<file path="src/rtl/uart_rx.sv">
// UART receiver driven by an oversampling bclk tick: 2-FF rx synchroniser, mid-bit sampling,
// LSB-first assembly, one-entry valid/ready output register and frame/parity/overrun pulses.
module uart_rx #(
  parameter int SAMPLING   = 16,
  parameter int DATA_BITS  = 8,
  parameter int PARITY_EN  = 0,
  parameter int PARITY_ODD = 0
) (
  input  logic                 clk,
  input  logic                 reset,
  input  logic                 bclk,
  input  logic                 rx,
  input  logic                 rx_ready,
  output logic [DATA_BITS-1:0] rx_data,
  output logic                 rx_valid,
  output logic                 frame_error,
  output logic                 parity_error,
  output logic                 overrun,
  output logic                 busy
);

  localparam int TW = $clog2(SAMPLING);
  localparam int BW = $clog2(DATA_BITS + 1);
  localparam logic [TW-1:0] HALF_LAST = TW'(SAMPLING / 2 - 1);
  localparam logic [TW-1:0] FULL_LAST = TW'(SAMPLING - 1);
  localparam logic [BW-1:0] BIT_LAST  = BW'(DATA_BITS - 1);
  localparam logic          ODD       = (PARITY_ODD != 0);

  localparam logic [2:0] IDLE   = 3'd0;
  localparam logic [2:0] START  = 3'd1;
  localparam logic [2:0] DATA   = 3'd2;
  localparam logic [2:0] PARITY = 3'd3;
  localparam logic [2:0] STOP   = 3'd4;

  function automatic logic expected_parity(input logic [DATA_BITS-1:0] word, input logic odd);
    return (^word) ^ odd;
  endfunction

  logic                 rx_meta_r;
  logic                 rx_sync_r;
  logic [2:0]           state_r;
  logic [2:0]           state_nxt_s;
  logic [TW-1:0]        tick_r;
  logic [BW-1:0]        bit_idx_r;
  logic [DATA_BITS-1:0] shift_r;
  logic                 par_bad_r;
  logic                 half_hit_s;
  logic                 full_hit_s;
  logic                 frame_done_s;

  assign half_hit_s = bclk && (tick_r == HALF_LAST);
  assign full_hit_s = bclk && (tick_r == FULL_LAST);

  // Next-state decode; frame_done_s marks the bclk cycle that samples the stop bit
  always_comb begin
    state_nxt_s  = state_r;
    frame_done_s = 1'b0;
    case (state_r)
      IDLE: begin
        if (bclk && !rx_sync_r) state_nxt_s = START;
        else                    state_nxt_s = IDLE;
      end
      START: begin
        if (half_hit_s) state_nxt_s = rx_sync_r ? IDLE : DATA;
        else            state_nxt_s = START;
      end
      DATA: begin
        if (full_hit_s && (bit_idx_r == BIT_LAST)) state_nxt_s = (PARITY_EN != 0) ? PARITY : STOP;
        else                                        state_nxt_s = DATA;
      end
      PARITY: begin
        if (full_hit_s) state_nxt_s = STOP;
        else            state_nxt_s = PARITY;
      end
      STOP: begin
        if (full_hit_s) begin
          state_nxt_s  = IDLE;
          frame_done_s = 1'b1;
        end else begin
          state_nxt_s  = STOP;
        end
      end
      default: state_nxt_s = IDLE;
    endcase
  end

  // Synchroniser, FSM, tick/bit counters and shift register
  always_ff @(posedge clk) begin
    if (reset) begin
      rx_meta_r <= 1'b1;
      rx_sync_r <= 1'b1;
      state_r   <= IDLE;
      busy      <= 1'b0;
      tick_r    <= {TW{1'b0}};
      bit_idx_r <= {BW{1'b0}};
      shift_r   <= {DATA_BITS{1'b0}};
      par_bad_r <= 1'b0;
    end else begin
      rx_meta_r <= rx;
      rx_sync_r <= rx_meta_r;
      state_r   <= state_nxt_s;
      busy      <= (state_nxt_s != IDLE);
      // Restart the count on every state entry and after each full bit so sampling stays mid-bit
      if ((state_nxt_s != state_r) || full_hit_s) tick_r <= {TW{1'b0}};
      else if (bclk)                              tick_r <= tick_r + TW'(1);
      else                                        tick_r <= tick_r;
      if (state_r == START) begin
        bit_idx_r <= {BW{1'b0}};
        par_bad_r <= 1'b0;
      end else if ((state_r == DATA) && full_hit_s) begin
        bit_idx_r <= bit_idx_r + BW'(1);
        shift_r   <= {rx_sync_r, shift_r[DATA_BITS-1:1]};
      end else if ((state_r == PARITY) && full_hit_s) begin
        par_bad_r <= (rx_sync_r != expected_parity(shift_r, ODD));
      end else begin
        bit_idx_r <= bit_idx_r;
      end
    end
  end

  // Output register, handshake and single-flag error reporting (frame > parity > overrun)
  always_ff @(posedge clk) begin
    if (reset) begin
      rx_data      <= {DATA_BITS{1'b0}};
      rx_valid     <= 1'b0;
      frame_error  <= 1'b0;
      parity_error <= 1'b0;
      overrun      <= 1'b0;
    end else begin
      frame_error  <= 1'b0;
      parity_error <= 1'b0;
      overrun      <= 1'b0;
      if (rx_valid && rx_ready) rx_valid <= 1'b0;
      else                      rx_valid <= rx_valid;
      if (frame_done_s) begin
        if (!rx_sync_r) begin
          frame_error <= 1'b1;
        end else if (par_bad_r) begin
          parity_error <= 1'b1;
        end else if (!rx_valid || rx_ready) begin
          rx_data  <= shift_r;
          rx_valid <= 1'b1;
        end else begin
          overrun <= 1'b1;
        end
      end else begin
        rx_data <= rx_data;
      end
    end
  end

endmodule

</file>
<file path="config.mk">
export PLATFORM = sky130hd
export DESIGN_NAME = uart_rx
export DESIGN_NICKNAME = d
export VERILOG_FILES = /design/src/rtl/uart_rx.sv
export SDC_FILE = /design/constraint.sdc
export NUM_CORES = 1
export LEC_CHECK = 0
export CAP_MARGIN = 5
export CORE_ASPECT_RATIO = 0.7
export CORE_UTILIZATION = 50
export CTS_CLUSTER_DIAMETER = 80
export DETAILED_ROUTE_END_ITERATION = 10
export PLACE_DENSITY_LB_ADDON = 0.08
export RECOVER_POWER = 25
export SETUP_SLACK_MARGIN = 0.1
export SYNTH_ARGS = -nofsm -noshare
export SYNTH_HDL_FRONTEND = slang
export SYNTH_SLANG_ARGS = --single-unit
export TNS_END_PERCENT = 50
</file>
<file path="constraint.sdc">
create_clock -name clk -period 2 [get_ports clk]
set_input_delay 0.4 -clock clk [delete_from_list [all_inputs] [get_ports clk]]
set_output_delay 0.4 -clock clk [all_outputs]
set_load 0.005 [all_outputs]
</file>
# ---- Word-level counts from Yosys, hierarchy flattened
# Index checks and enable logic that the tools add are counted.
dict set report classes {
  bitwise 5
  order_cmp 0
  n_shift 0
  eq_ne 9
  reduce_logical 22
  n_mux 17
  div_mod_pow 0
  mul 0
  n_addsub 2
}
# operator n
set ops {}
lappend ops {{$pmux W3 S5} 1}
lappend ops {{$mux W1} 11}
lappend ops {{$mux W3} 3}
lappend ops {{$add A4 B1 Y4 const B} 2}
lappend ops {{$eq A4 B3 Y1 const B} 2}
lappend ops {{$reduce_xor A8 Y1} 1}
lappend ops {{$logic_and A1 B1 Y1} 7}
lappend ops {{$eq A3 B2 Y1 const B} 2}
lappend ops {{$reduce_or A2 Y1} 3}
lappend ops {{$not A1 Y1} 5}
lappend ops {{$eq A4 B4 Y1 const B} 1}
lappend ops {{$mux W2} 2}
lappend ops {{$reduce_and A2 Y1} 2}
lappend ops {{$reduce_and A4 Y1} 1}
lappend ops {{$reduce_or A4 Y1} 1}
lappend ops {{$eq A3 B1 Y1 const B} 1}
lappend ops {{$eq A3 B3 Y1 const B} 1}
lappend ops {{$logic_not A3 Y1} 1}
lappend ops {{$ne A3 B3 Y1} 1}
lappend ops {{$reduce_bool A3 Y1} 1}
lappend ops {{$reduce_or A3 Y1} 1}
lappend ops {{$logic_not A1 Y1} 2}
lappend ops {{$logic_or A1 B1 Y1} 2}
lappend ops {{$ne A1 B1 Y1} 1}
dict set report totals {
  mem_bits_rw 0
  input_bits 5
  n_memories 0
  word_cells 68
  romBits 0
  latchBits 0
  regBits 35
}

# ---- Longest topological paths before layout
dict set report depth {
  depth_word 8
  ltp_mapped 6
  depth_no_buf 5
}

# ---- Worst setup path before layout
# No wires, ideal clock.
dict set report synth_timing {
  path_kind {register to register}
  from {reg tick_r[0]}
  to {reg rx_data[0]}
  setup_slack_ps 491
  synth_period_minus_slack_ps 1509
  required_time_ps 1872
  stages_incl_launch_ff 7
  arrival_time_ps 1381
  setup_ps 128
  cell_sequence {dfxtp_1 > ha_1 > nand4_4 > nor4b_2 > buf_4 > mux2i_1 > nor2_1}
}
dict set report synth_between {
  elab_chain_cells 5
}
# item line
set synth_rtl {}
lappend synth_rtl {{start: declaration} 43} ;# logic [TW-1:0] tick_r;
lappend synth_rtl {{start signal: assignment} 94} ;# tick_r <= {TW{1'b0}};
lappend synth_rtl {{start signal: assignment} 104} ;# if ((state_nxt_s != state_r) || full_hit_s) tick_r <= {TW{1'b0}};
lappend synth_rtl {{start signal: assignment} 105} ;# else if (bclk) tick_r <= tick_r + TW'(1);
lappend synth_rtl {{$eq A4 B4 Y1} 52} ;# assign full_hit_s = bclk && (tick_r == FULL_LAST);
lappend synth_rtl {{$logic_and A1 B1 Y1} 52}
lappend synth_rtl {{$mux W1} 76} ;# if (full_hit_s) begin
lappend synth_rtl {{$mux W1} 58} ;# case (state_r)
lappend synth_rtl {{$reduce_and A4 Y1 (no line)} n/a}
lappend synth_rtl {{end signal: assignment} 124} ;# rx_data <= {DATA_BITS{1'b0}};
lappend synth_rtl {{end signal: assignment} 141} ;# rx_data <= shift_r;
lappend synth_rtl {{end signal: assignment} 147} ;# rx_data <= rx_data;
lappend synth_rtl {{end: declaration} 14} ;# output logic [DATA_BITS-1:0] rx_data,
# Every way passes these cells.
# A chain may end at the register's enable or synchronous reset.

# ---- Worst setup path in the final report
dict set report layout_timing {
  from {in bclk}
  to {reg rx_data[2]}
}
dict set report layout_between {
  elab_chain_cells 4
}
# item line
set layout_rtl {}
lappend layout_rtl {{start: declaration} 11} ;# input logic bclk,
lappend layout_rtl {{$logic_and A1 B1 Y1} 52}
lappend layout_rtl {{$mux W1} 76}
lappend layout_rtl {{$mux W1} 58}
lappend layout_rtl {{$reduce_and A4 Y1 (no line)} n/a}
# Every way passes these cells.

==> results_dict.tcl <==
set metrics [dict create \
    outcome "complete, no violations" \
    worstPathArrival_ns 1.88 \
    drt_iter0_markers 114 \
    synth_compound_area_frac 0.06796 \
    port_buffers 17 \
    post-cts-setup-buffers 0 \
    hold_start "rx_meta_r" \
    rsz0062_at_grt "no" \
    route.vias.total 1127 \
    synth_mux_area_frac 0.1165 \
    synth-seq-area-share 0.4531 \
    drt-vias-per-instance 5.367 \
    cts_tree "yes" \
    dr.pass1.iters 5 \
    crit_start "bclk" \
    yosysWarnings 0 \
    core-area_mm2 0.002863 \
    p_leak_nw 0.6554 \
    sw_frac_of_total 0.2077 \
    max_stage_delay_ns 0.54 \
    synth_area_mm2 0.001546 \
    post-layout-total-power_mw 1.260 \
    grt_overflow 0 \
    syn2layout_area_growth_pct 17.88 \
    synth_seq_cells 35 \
    cap_violations 0 \
    drive_above_1_share 0.1092 \
    worst_clock_skew_ns 0.004905 \
    ys_types 37 \
    grt_pass1_vias 1009 \
    setup-violations-final 0 \
    grt_max_degree 26 \
    whs_ns 0.4182 \
    cts.sinks 35 \
    die-area_mm2 0.003323 \
    setup_tns_ns 0 \
    path_max_fanout 8 \
    cpLargestDelayFamily "buffers and inverters" \
    cts_buffers 5 \
    cp_slowest_cell "clkdlybuf4s50_1" \
    r2r_cells 6 \
    synth_xor_xnor_area_share 0.08252 \
    cts_resized 0 \
    p_per_area_mw_per_mm2 691.1 \
    antenna-diode-count 0 \
    h-tree-depth 2 \
    final-seq-area_um2 700.7 \
    hold_viol_final 0 \
    die_h_um 48.53 \
    clk_path_buf_depth 2 \
    final_cell_area_mm2 0.001823 \
    cts_hold_buffers 0 \
    netlist_instances 155 \
    peakVddDrop_mv 0.4554 \
    tightest_slew_ns 0.4852 \
    initial_core_util 0.5402 \
    grt_pass1_wl_um 4616 \
    final_net_count 181 \
    r2r_start "tick_r[0]" \
    cp_cell_sequence "clkdlybuf4s50_1, nand4_4, nor4b_2, buf_4, mux2i_1, nor2_1" \
    whs_path_depth 1 \
    synthSimpleGateAreaFrac 0.2120 \
    comb_power_share 0.039 \
    seqPwrFrac 0.567 \
    path_depth 6 \
    p_int_uw 998.2 \
    crit_required_ns 2.14 \
    fin_crit_sh 0.8701 \
    period_needed_ns 1.740 \
    clock_power_share 0.394 \
    clockRootBuffer "clkbuf_8" \
    hold_class "reg -> reg" \
    path_class "in -> reg" \
    placementRows 16 \
    multi_input_area_um2 765.7 \
    dpl_cell_area_mm2 0.001738 \
    max_freq_mhz 574.6 \
    clk_pin_slew_ns 0.07 \
    synthAdderAreaFrac 0.01618 \
    drcViolationCount 0 \
    gp_congestion 0.7972 \
    grt_usage 0.1879 \
    n_fill_cell 240 \
    switchingPower_uw 261.6 \
    yosysTopAreaCell "dfxtp_1" \
    synth_top_family_by_area "simple AND/OR/NAND/NOR gates" \
    wire_per_inst_um 13.13 \
    syn-num-nets 162 \
    end_kind "flop" \
    yosysTopAreaCellShare 0.4531 \
    synth.avg_cell_area_um2 9.977 \
    antenna_found_initial 0 \
    hpwl_um 1990 \
    ant_nets 0 \
    wirelength_um 2758 \
    synth_area_leaders "dfxtp_1 (45%), mux2i_1 (12%), nor2_1 (6.6%)" \
    io_pins 18 \
    timing.final.max_slew_violations 0 \
    cp_num_buf_inv 2 \
    die_x_um 68.47 \
    worst_slew_margin_rel 0.6761 \
    critPathLaunchType "primary input" \
    clk_latency_ns 0.27 \
]
-- kinds of logic (layout without fill, tap and decap cells) --
logic type,count (synthesis),after routing
XOR/XNOR,13,13
AND/OR/NAND/NOR,55,55
adder cells (fa/ha/maj),2,2
multiplexers,18,18
flip-flops,35,35
AO/OA/AOI/OAI,17,17
buffers and inverters,15,34
-- cell usage in the layout, fill, tap and decap left out, types with 2 or more instances in the layout --
| cell type | instances |
|---|---|
| o21ai_0 | 3 |
| nor4b_1 | 2 |
| or2_2 | 2 |
| xor2_1 | 3 |
| clkbuf_8 | 6 |
| o211ai_1 | 2 |
| clkdlybuf4s50_1 | 8 |
| a31oi_1 | 3 |
| xnor2_1 | 9 |
| or3_1 | 2 |
| nor3_1 | 4 |
| dfxtp_1 | 35 |
| dlygate4sd3_1 | 9 |
| a21oi_1 | 5 |
| mux2i_1 | 18 |
| nand2_1 | 2 |
| inv_1 | 5 |
| nand2b_1 | 4 |
| buf_4 | 4 |
| ha_1 | 2 |
| nor2_1 | 27 |
| nand3_1 | 2 |
-- power by group through the flow --
stage / sequential, mW / combinational, mW / clock [mW]
after floorplan: 0.724 / 0.0387 / 0
after global placement: 0.729 / 0.0484 / 0
final: 0.714 / 0.0490 / 0.497
after global routing: 0.714 / 0.0540 / 0.546
after detailed placement: 0.729 / 0.0500 / 0
after CTS: 0.714 / 0.0503 / 0.512
-- path summary, 6_finish.rpt --
check                           slack [ns]          to
worst min-delay path                  0.42   rx_sync_r
worst max register to register        0.29  rx_data[2]
worst max-delay path                  0.26  rx_data[2]
worst min register to register        0.42   rx_sync_r
-- per-layer routing --
metal | wire length (µm) | global-route usage | share of wire | up-vias
met3 | 204 | 0.06368 | 0.074 | 2
met5 | 0 | 0 | 0 | -
met1 | 1404 | 0.2794 | 0.51 | 512
li1 | - | - | - | 568
met2 | 1140 | 0.2533 | 0.41 | 45
met4 | 8 | 0.05208 | 0.0029 | 0
-- flip-flops by register name, summed over array words and instances, names as in the netlist --
name,count
overrun,1
par_bad_r,1
busy,1
rx_valid,1
shift_r,8
frame_error,1
parity_error,1
rx_meta_r,1
tick_r,4
rx_sync_r,1
rx_data,8
state_r,3
bit_idx_r,4
-- metrics by stage --
| step | std cells | util | setup slack (ns) |
|---|---|---|---|
| finish | 210 | 0.6368 | 0.2598 |
| CTS | 210 | 0.6377 | 0.2743 |
| detailed placement | 203 | 0.6071 | -0.007389 |
| global route | 210 | 0.6368 | 0.1922 |
| global placement | 203 | 0.6071 | 0.05811 |
| floorplan | 155 | - | 0.4912 |
-- synth_stat cells, drive strengths merged --
master,instances
nand2b,4
inv,5
a31oi,3
nor2,27
dfxtp,35
xnor2,9
nor4b,3
o22ai,1
o21bai,1
nand3,2
nand4,2
xnor3,1
a21oi,5
or3,2
ha,2
and3,1
or2,2
o22a,1
mux2i,18
nor4,2
o21ai,3
a211o,1
nand4bb,1
xor2,3
buf,6
o211ai,2
nand2,2
nor3b,1
or4b,1
nor3,5
clkbuf,4
-- final cells by class --
class,count,share of cell area
Clock inverter,1,0.002745
Timing Repair Buffer,22,0.1126
Multi-Input combinational cell,105,0.4200
Sequential cell,35,0.3844
Clock buffer,6,0.04530
Tap cell,36,0.02471
Inverter,5,0.01030
No activity file was read; power rests on OpenSTA's default activity.
